### config.mk
export PLATFORM = sky130hd
export DESIGN_NAME = ps2_move_decoder_flat
export DESIGN_NICKNAME = d
export VERILOG_FILES = /design/src/rtl/ps2_move_pkg.sv /design/src/rtl/ps2_move_decoder_if.sv /design/src/rtl/ps2_move_decoder.sv /design/src/flat_wrapper.sv
export SDC_FILE = /design/constraint.sdc
export NUM_CORES = 1
export LEC_CHECK = 0
export BUFFER_PORTS_ARGS = -buffer_cell sky130_fd_sc_hd__buf_4
export CORE_ASPECT_RATIO = 1.1
export CORE_MARGIN = 2
export CORE_UTILIZATION = 35
export DETAILED_ROUTE_END_ITERATION = 10
export PLACE_DENSITY = 0.58
export SLEW_MARGIN = 25
export SYNTH_ARGS = -nofsm -noshare
export SYNTH_HDL_FRONTEND = slang
export SYNTH_SLANG_ARGS = --single-unit
### constraint.sdc
create_clock -name clk -period 3.1 [get_ports clk]
set_clock_uncertainty 0.2 [all_clocks]
set_input_delay 0.155 -clock clk [delete_from_list [all_inputs] [get_ports clk]]
set_output_delay 0.155 -clock clk [all_outputs]
set_load 0.05 [all_outputs]
### src/rtl/ps2_move_pkg.sv
// Shared types and PS/2 protocol byte constants for the movement-key decoder.
// Tracked key codes are parameters of the decoder, not constants here.
package ps2_move_pkg;

    typedef enum logic [1:0] {
        IDLE,
        EXT,
        BRK,
        EXT_BRK
    } fsm_state_t;

    localparam logic [7:0] PS2_EXT    = 8'hE0;
    localparam logic [7:0] PS2_BRK    = 8'hF0;
    localparam logic [7:0] PS2_BAT    = 8'hAA;
    localparam logic [7:0] PS2_ACK    = 8'hFA;
    localparam logic [7:0] PS2_RESEND = 8'hFE;
    localparam logic [7:0] PS2_ERR0   = 8'h00;
    localparam logic [7:0] PS2_ERR1   = 8'hFF;

    // Keyboard housekeeping replies: they abort any prefix but carry no key data.
    function automatic logic is_ignored(input logic [7:0] code);
        return (code == PS2_BAT) || (code == PS2_ACK) || (code == PS2_RESEND);
    endfunction

    function automatic logic is_error(input logic [7:0] code);
        return (code == PS2_ERR0) || (code == PS2_ERR1);
    endfunction

endpackage

### src/rtl/ps2_move_decoder_if.sv
// Byte stream from the keyboard receiver plus the frame-synchronous move/pause
// outputs consumed by the motion integrator.
interface ps2_move_decoder_if;

    logic       startOfFrame;
    logic       kbd_code_valid;
    logic [7:0] kbd_code;
    logic       moveLeft;
    logic       moveRight;
    logic       pause;
    logic       key_event;

    modport master (
        output startOfFrame, kbd_code_valid, kbd_code,
        input  moveLeft, moveRight, pause, key_event
    );

    modport slave (
        input  startOfFrame, kbd_code_valid, kbd_code,
        output moveLeft, moveRight, pause, key_event
    );

endinterface

### src/rtl/ps2_move_decoder.sv
// PS/2 scan-code decoder: prefix FSM, held-key tracking, stuck-key watchdog and
// a per-frame output sampler producing active-low moveLeft/moveRight and pause.
module ps2_move_decoder
    import ps2_move_pkg::*;
#(
    parameter logic [7:0]  KEY_LEFT_EXT  = 8'h6B,
    parameter logic [7:0]  KEY_RIGHT_EXT = 8'h74,
    parameter logic [7:0]  KEY_LEFT_ALT  = 8'h1C,
    parameter logic [7:0]  KEY_RIGHT_ALT = 8'h23,
    parameter logic [7:0]  KEY_PAUSE     = 8'h4D,
    parameter int unsigned STUCK_FRAMES  = 45
) (
    input  logic              clk,
    input  logic              reset,
    ps2_move_decoder_if.slave bus
);

    localparam logic [5:0] WD_LAST = 6'(STUCK_FRAMES - 1);

    fsm_state_t r_state, w_state_nxt;
    logic r_l_ext, r_l_alt, r_r_ext, r_r_alt;
    logic w_l_ext_nxt, w_l_alt_nxt, w_r_ext_nxt, w_r_alt_nxt;
    logic r_last_dir, w_last_dir_nxt;   // 0 = left, 1 = right
    logic r_p_held, w_p_held_nxt;
    logic r_pause_pend, w_pend_set;
    logic [5:0] r_wd_cnt, w_wd_cnt_nxt;
    logic w_wd_fire;
    logic r_move_left, r_move_right, r_pause, r_key_event;

    logic w_held_left, w_held_right, w_go_left, w_go_right;
    logic [7:0] w_code;

    assign w_code       = bus.kbd_code;
    assign w_held_left  = r_l_ext | r_l_alt;
    assign w_held_right = r_r_ext | r_r_alt;
    assign w_go_left    = w_held_left  & (~w_held_right | ~r_last_dir);
    assign w_go_right   = w_held_right & (~w_held_left  |  r_last_dir);

    // Watchdog only runs while a key is held and no bytes arrive.
    always_comb begin
        // NOTE: every combinational output gets a default first so no latch is inferred.
        w_wd_fire    = 1'b0;
        w_wd_cnt_nxt = r_wd_cnt;
        if (bus.kbd_code_valid || !(w_held_left || w_held_right)) begin
            w_wd_cnt_nxt = '0;
        end else if (bus.startOfFrame) begin
            if (r_wd_cnt == WD_LAST) begin
                w_wd_fire    = 1'b1;
                w_wd_cnt_nxt = '0;
            end else begin
                w_wd_cnt_nxt = r_wd_cnt + 6'd1;
            end
        end
    end

    always_comb begin
        w_state_nxt    = r_state;
        w_l_ext_nxt    = r_l_ext;
        w_l_alt_nxt    = r_l_alt;
        w_r_ext_nxt    = r_r_ext;
        w_r_alt_nxt    = r_r_alt;
        w_last_dir_nxt = r_last_dir;
        w_p_held_nxt   = r_p_held;
        w_pend_set     = 1'b0;

        if (bus.kbd_code_valid) begin
            w_state_nxt = IDLE;
            if (is_error(w_code)) begin
                {w_l_ext_nxt, w_l_alt_nxt, w_r_ext_nxt, w_r_alt_nxt} = 4'b0000;
                w_p_held_nxt = 1'b0;
            end else if (!is_ignored(w_code)) begin
                case (r_state)
                    IDLE: begin
                        if (w_code == PS2_EXT) begin
                            w_state_nxt = EXT;
                        end else if (w_code == PS2_BRK) begin
                            w_state_nxt = BRK;
                        end else if (w_code == KEY_LEFT_ALT && !r_l_alt) begin
                            w_l_alt_nxt    = 1'b1;
                            w_last_dir_nxt = 1'b0;
                        end else if (w_code == KEY_RIGHT_ALT && !r_r_alt) begin
                            w_r_alt_nxt    = 1'b1;
                            w_last_dir_nxt = 1'b1;
                        end else if (w_code == KEY_PAUSE && !r_p_held) begin
                            w_p_held_nxt = 1'b1;
                            w_pend_set   = 1'b1;
                        end
                    end
                    EXT: begin
                        if (w_code == PS2_BRK) begin
                            w_state_nxt = EXT_BRK;
                        end else if (w_code == PS2_EXT) begin
                            w_state_nxt = EXT;
                        end else if (w_code == KEY_LEFT_EXT && !r_l_ext) begin
                            w_l_ext_nxt    = 1'b1;
                            w_last_dir_nxt = 1'b0;
                        end else if (w_code == KEY_RIGHT_EXT && !r_r_ext) begin
                            w_r_ext_nxt    = 1'b1;
                            w_last_dir_nxt = 1'b1;
                        end
                    end
                    BRK: begin
                        if (w_code == PS2_EXT)            w_state_nxt  = EXT_BRK;
                        else if (w_code == KEY_LEFT_ALT)  w_l_alt_nxt  = 1'b0;
                        else if (w_code == KEY_RIGHT_ALT) w_r_alt_nxt  = 1'b0;
                        else if (w_code == KEY_PAUSE)     w_p_held_nxt = 1'b0;
                    end
                    EXT_BRK: begin
                        if (w_code == KEY_LEFT_EXT)       w_l_ext_nxt = 1'b0;
                        else if (w_code == KEY_RIGHT_EXT) w_r_ext_nxt = 1'b0;
                    end
                    default: w_state_nxt = IDLE;
                endcase
            end
        end else if (w_wd_fire) begin
            {w_l_ext_nxt, w_l_alt_nxt, w_r_ext_nxt, w_r_alt_nxt} = 4'b0000;
        end
    end

    always_ff @(posedge clk) begin
        if (reset) begin
            r_state      <= IDLE;
            r_l_ext      <= 1'b0;
            r_l_alt      <= 1'b0;
            r_r_ext      <= 1'b0;
            r_r_alt      <= 1'b0;
            r_last_dir   <= 1'b0;
            r_p_held     <= 1'b0;
            r_pause_pend <= 1'b0;
            r_wd_cnt     <= '0;
            r_move_left  <= 1'b1;
            r_move_right <= 1'b1;
            r_pause      <= 1'b0;
            r_key_event  <= 1'b0;
        end else begin
            // NOTE: sequential state uses non-blocking assignments only.
            r_state      <= w_state_nxt;
            r_l_ext      <= w_l_ext_nxt;
            r_l_alt      <= w_l_alt_nxt;
            r_r_ext      <= w_r_ext_nxt;
            r_r_alt      <= w_r_alt_nxt;
            r_last_dir   <= w_last_dir_nxt;
            r_p_held     <= w_p_held_nxt;
            r_wd_cnt     <= w_wd_cnt_nxt;
            r_key_event  <= ((w_l_ext_nxt | w_l_alt_nxt) != w_held_left) |
                            ((w_r_ext_nxt | w_r_alt_nxt) != w_held_right);
            // A pause make landing on the sample cycle stays pending for next frame.
            r_pause_pend <= (r_pause_pend & ~bus.startOfFrame) | w_pend_set;
            if (bus.startOfFrame) begin
                r_move_left  <= ~w_go_left;
                r_move_right <= ~w_go_right;
                r_pause      <= r_pause ^ r_pause_pend;
            end
        end
    end

    assign bus.moveLeft  = r_move_left;
    assign bus.moveRight = r_move_right;
    assign bus.pause     = r_pause;
    assign bus.key_event = r_key_event;

endmodule

### src/flat_wrapper.sv
// flat-port wrapper written by rule: the top's interface ports become plain ports
module ps2_move_decoder_flat import ps2_move_pkg::*;
#(
    parameter logic [7:0]  KEY_LEFT_EXT  = 8'h6B,
    parameter logic [7:0]  KEY_RIGHT_EXT = 8'h74,
    parameter logic [7:0]  KEY_LEFT_ALT  = 8'h1C,
    parameter logic [7:0]  KEY_RIGHT_ALT = 8'h23,
    parameter logic [7:0]  KEY_PAUSE     = 8'h4D,
    parameter int unsigned STUCK_FRAMES  = 45
)
  (clk, reset, bus_startOfFrame, bus_kbd_code_valid, bus_kbd_code, bus_moveLeft, bus_moveRight, bus_pause, bus_key_event);
  ps2_move_decoder_if bus_i ();
  input  logic clk;
  input  logic reset;
  input wire logic [$bits(bus_i.startOfFrame)-1:0] bus_startOfFrame;
  input wire logic [$bits(bus_i.kbd_code_valid)-1:0] bus_kbd_code_valid;
  input wire logic [$bits(bus_i.kbd_code)-1:0] bus_kbd_code;
  output wire logic [$bits(bus_i.moveLeft)-1:0] bus_moveLeft;
  output wire logic [$bits(bus_i.moveRight)-1:0] bus_moveRight;
  output wire logic [$bits(bus_i.pause)-1:0] bus_pause;
  output wire logic [$bits(bus_i.key_event)-1:0] bus_key_event;
  assign bus_i.startOfFrame = bus_startOfFrame;
  assign bus_i.kbd_code_valid = bus_kbd_code_valid;
  assign bus_i.kbd_code = bus_kbd_code;
  assign bus_moveLeft = bus_i.moveLeft;
  assign bus_moveRight = bus_i.moveRight;
  assign bus_pause = bus_i.pause;
  assign bus_key_event = bus_i.key_event;
  ps2_move_decoder #(.KEY_LEFT_EXT(KEY_LEFT_EXT), .KEY_RIGHT_EXT(KEY_RIGHT_EXT), .KEY_LEFT_ALT(KEY_LEFT_ALT), .KEY_RIGHT_ALT(KEY_RIGHT_ALT), .KEY_PAUSE(KEY_PAUSE), .STUCK_FRAMES(STUCK_FRAMES)) u_core (.clk(clk), .reset(reset), .bus(bus_i));
endmodule
==> results.py <==
metrics = {
    "timing": {
        "rsz0062_at_grt": "false",
        "fin_crit_sh_pct": 71.05,
        "tightest_slew_ns": 0.6291,
        "slew_violations": 0,
        "clock.fmax_mhz": 454.0,
        "setup_ws_ns": 0.8975,
        "hold_viol_final": 0,
        "holdWs_ns": 0.05793,
        "tns_ns": 0,
        "max_slew_margin_pct": 57.68,
        "period_needed_ns": 2.202,
        "finalSetupViolCount": 0,
    },
    "pwr": {
        "total_power_w": 0.0004231,
        "powerDensity_mw_per_mm2": 302.0,
        "p_leak_nw": 0.4533,
        "irDropWorstVdd_uv": 196.7,
    },
    "placement": {
        "portBuffers": 15,
        "dp.cells": 194,
        "place.gp.congestion": 0.9230,
        "hpwl_mm": 2.144,
        "place_ws_ns": 0.7058,
    },
    "yosys": {
        "synth_seq_cells": 19,
        "yosys_warnings": 0,
        "synth_flop_cell": "dfxtp_1",
        "synth_nets": 163,
        "async_flop_share_pct": 0,
        "avgSynthCellArea_um2": 8.019,
        "netlist_area_mm2": 0.001195,
        "synth_edf_count": 0,
        "yosysSeqAreaShare_pct": 31.83,
        "ys_types": 45,
        "synthCells": 149,
    },
    "routing": {
        "totalWireLength_mm": 2.834,
        "drcViolationCount": 0,
        "wl_per_cell_um": 13.96,
        "first_pass_iters": 4,
        "ant_nets": 0,
        "via_per_inst": 5.837,
        "drt_iter0_drc": 34,
        "vias": 1185,
    },
    "layout": {
        "area_growth_pct": 17.28,
        "seqCellArea_um2": 380.4,
        "n_antenna_cell": 0,
        "fill_cells": 358,
        "nNetsFinal": 182,
        "drive_gt1_share_pct": 15.57,
        "final_cell_count_no_fill": 203,
        "multi_input_area_um2": 753.2,
    },
    "worst_setup_path": {
        "max_stage_delay_ns": 0.57,
        "worstPathArrival_ns": 2.20,
        "critPathLaunchType": "input pin",
        "path_cells": "buf_4, or4_4, o221ai_2, nor2_1, a21oi_1, a311oi_1, dlygate4sd3_1",
        "rr_startpoint": "u_core.r_r_alt",
        "crit_path_start": "bus_kbd_code[5]",
        "critPathSlowestCell": "or4_4",
        "required_ns": 3.10,
        "cp_top_family": "buffers and inverters",
        "worstPathMaxFanout": 7,
        "end_kind": "flop",
        "cp_num_buf_inv": 2,
        "criticalPathCategory": "input pin to flop",
    },
    "die": {
        "start_util_pct": 36.17,
        "ios": 16,
        "rows": 22,
        "die_x_um": 59.71,
        "fp.dieArea_mm2": 0.003898,
        "core_area_mm2": 0.003303,
        "dieHeight_um": 65.28,
    },
    "global_route": {
        "antenna_found_initial": 0,
        "gr-usage-all-layers_pct": 15.73,
        "overflow": 0,
        "grt_start_max_net_pins": 16,
        "grt_pass1_vias": 1058,
        "grt_pass1_wl_mm": 4.878,
    },
    "min_path": {
        "hp-class": "input pin to flop",
        "worst_hold_startpoint": "bus_kbd_code[1]",
    },
    "clock_tree": {
        "cts_buffers": 3,
        "cts_tree": "done",
        "cts_max_level": 1,
        "cts_buffer_depth": 2,
        "cts.sinks": 19,
        "insertion_delay_ns": 0.30,
        "cts.clk_slew.worst_paths_ns": 0.12,
        "root_buffer": "clkbuf_4",
        "cts_resized": 0,
    },
    "outcome": {
        "status": "completed",
    },
    "flow_run": {
        "max-cap-violations": 0,
    },
}
[placed cells by master, fill, tap and decap left out, drive strengths merged, types with 2 or more instances in the layout]
| cell | netlist | routed |
|---|---|---|
| nand3b | 4 | 4 |
| a211oi | 2 | 2 |
| o41ai | 2 | 2 |
| nand3 | 3 | 3 |
| nor3 | 7 | 7 |
| clkbuf | 4 | 3 |
| a311oi | 2 | 2 |
| inv | 8 | 8 |
| o221ai | 2 | 2 |
| nor4b | 2 | 2 |
| xor2 | 4 | 4 |
| nand2b | 4 | 4 |
| ha | 2 | 2 |
| nand2 | 9 | 9 |
| xnor2 | 3 | 3 |
| nor2 | 18 | 18 |
| buf | 2 | 15 |
| nor4 | 6 | 6 |
| dfxtp | 19 | 19 |
| dlygate4sd3 | 0 | 5 |
| a21oi | 10 | 10 |
| nand4 | 5 | 5 |
| o21ai | 9 | 9 |
| or4 | 3 | 3 |
| mux2i | 3 | 3 |
[state kept, by name (all words and copies together) (netlist names)]
register / count
u_core.r_state: 2
u_core.r_l_alt: 1
u_core.r_pause_pend: 1
u_core.bus.key_event: 1
u_core.r_wd_cnt: 6
u_core.r_l_ext: 1
u_core.bus.moveRight: 1
u_core.bus.moveLeft: 1
u_core.r_last_dir: 1
u_core.bus.pause: 1
u_core.r_r_alt: 1
u_core.r_p_held: 1
u_core.r_r_ext: 1
[cell families (layout without fill, tap and decap cells)]
| family | after synthesis | count (layout) | synth area share, % |
|---|---|---|---|
| compound gates | 35 | 35 | 20.11 |
| xor+xnor | 7 | 7 | 5.131 |
| fa+ha+maj | 2 | 2 | 2.094 |
| buf+inv | 14 | 32 | 5.130 |
| flops | 19 | 19 | 31.83 |
| mux | 4 | 4 | 3.456 |
| simple gates | 68 | 68 | 32.25 |
[power breakdown]
| group | internal, W | switching [W] |
|---|---|---|
| Combinational | 0.0000212 | 0.0000298 |
| Sequential | 0.000244 | 0.000000340 |
| Clock | 0.0000491 | 0.0000783 |
[layout make-up]
| class | instances | share of cell area [%] |
|---|---|---|
| sequential | 19 | 27.14 |
| multi-input combinational | 116 | 53.75 |
| clock buffer | 3 | 1.607 |
| tap | 36 | 3.214 |
| clock inverter | 1 | 0.5357 |
| inverter | 8 | 2.143 |
| timing repair buffer | 20 | 11.61 |
[repair_timing]
item / CTS / global route
endpoints found under the hold margin: 15 / 0
setup buffers: 0 / 0
hold buffers: 5 / 0
[per-stage QoR]
step | area (um^2) | utilization, %
floorplan | 1195 | -
global placement | 1321 | 40.00
detailed placement | 1321 | 40.00
CTS | 1401 | 42.42
global route | 1401 | 42.42
finish | 1401 | 42.42
[cells in the mapped netlist, drive strengths merged (2+ instances only)]
library cell | instances | area [um^2]
a211oi | 2 | 20.02
clkbuf | 4 | 15.01
nor2 | 18 | 67.56
nand2 | 9 | 33.78
dfxtp | 19 | 380.4
nor3 | 7 | 35.03
nand3 | 3 | 15.01
o41ai | 2 | 17.52
a311oi | 2 | 17.52
or4 | 3 | 30.03
inv | 8 | 30.03
nand4 | 5 | 31.28
o21ai | 9 | 45.04
nor4 | 6 | 37.54
o221ai | 2 | 23.77
a21oi | 10 | 50.05
nand2b | 4 | 25.02
buf | 2 | 16.26
xnor2 | 3 | 26.28
nor4b | 2 | 23.77
mux2i | 3 | 30.03
xor2 | 4 | 35.03
ha | 2 | 25.02
nand3b | 4 | 30.03
[final timing paths]
check / endpoint / slack [ns] / cells past startpoint
worst max-delay path: u_core.r_state[1] / 0.90 / 7
worst min register to register: u_core.r_pause_pend / 0.28 / 2
worst min-delay path: u_core.r_r_ext / 0.06 / 4
worst max register to register: u_core.bus.key_event / 1.00 / 6
[layer usage]
metal | part of all wire, % | GRT usage (%) | vias to the layer above
met2 | 49 | 25.41 | 27
li1 | - | - | 600
met1 | 46 | 21.21 | 554
met5 | 0 | 0 | -
met4 | 0.95 | 3.333 | 0
met3 | 4.1 | 3.543 | 4
[worst min-delay path: cells and delay by family]
kind | cells | cell delay, ns
AOI/OAI and AO/OA | 1 | 0.06
buffers and inverters | 1 | 0.12
and+or+nand+nor | 2 | 0.17
Power figures use the tool's default switching activity.
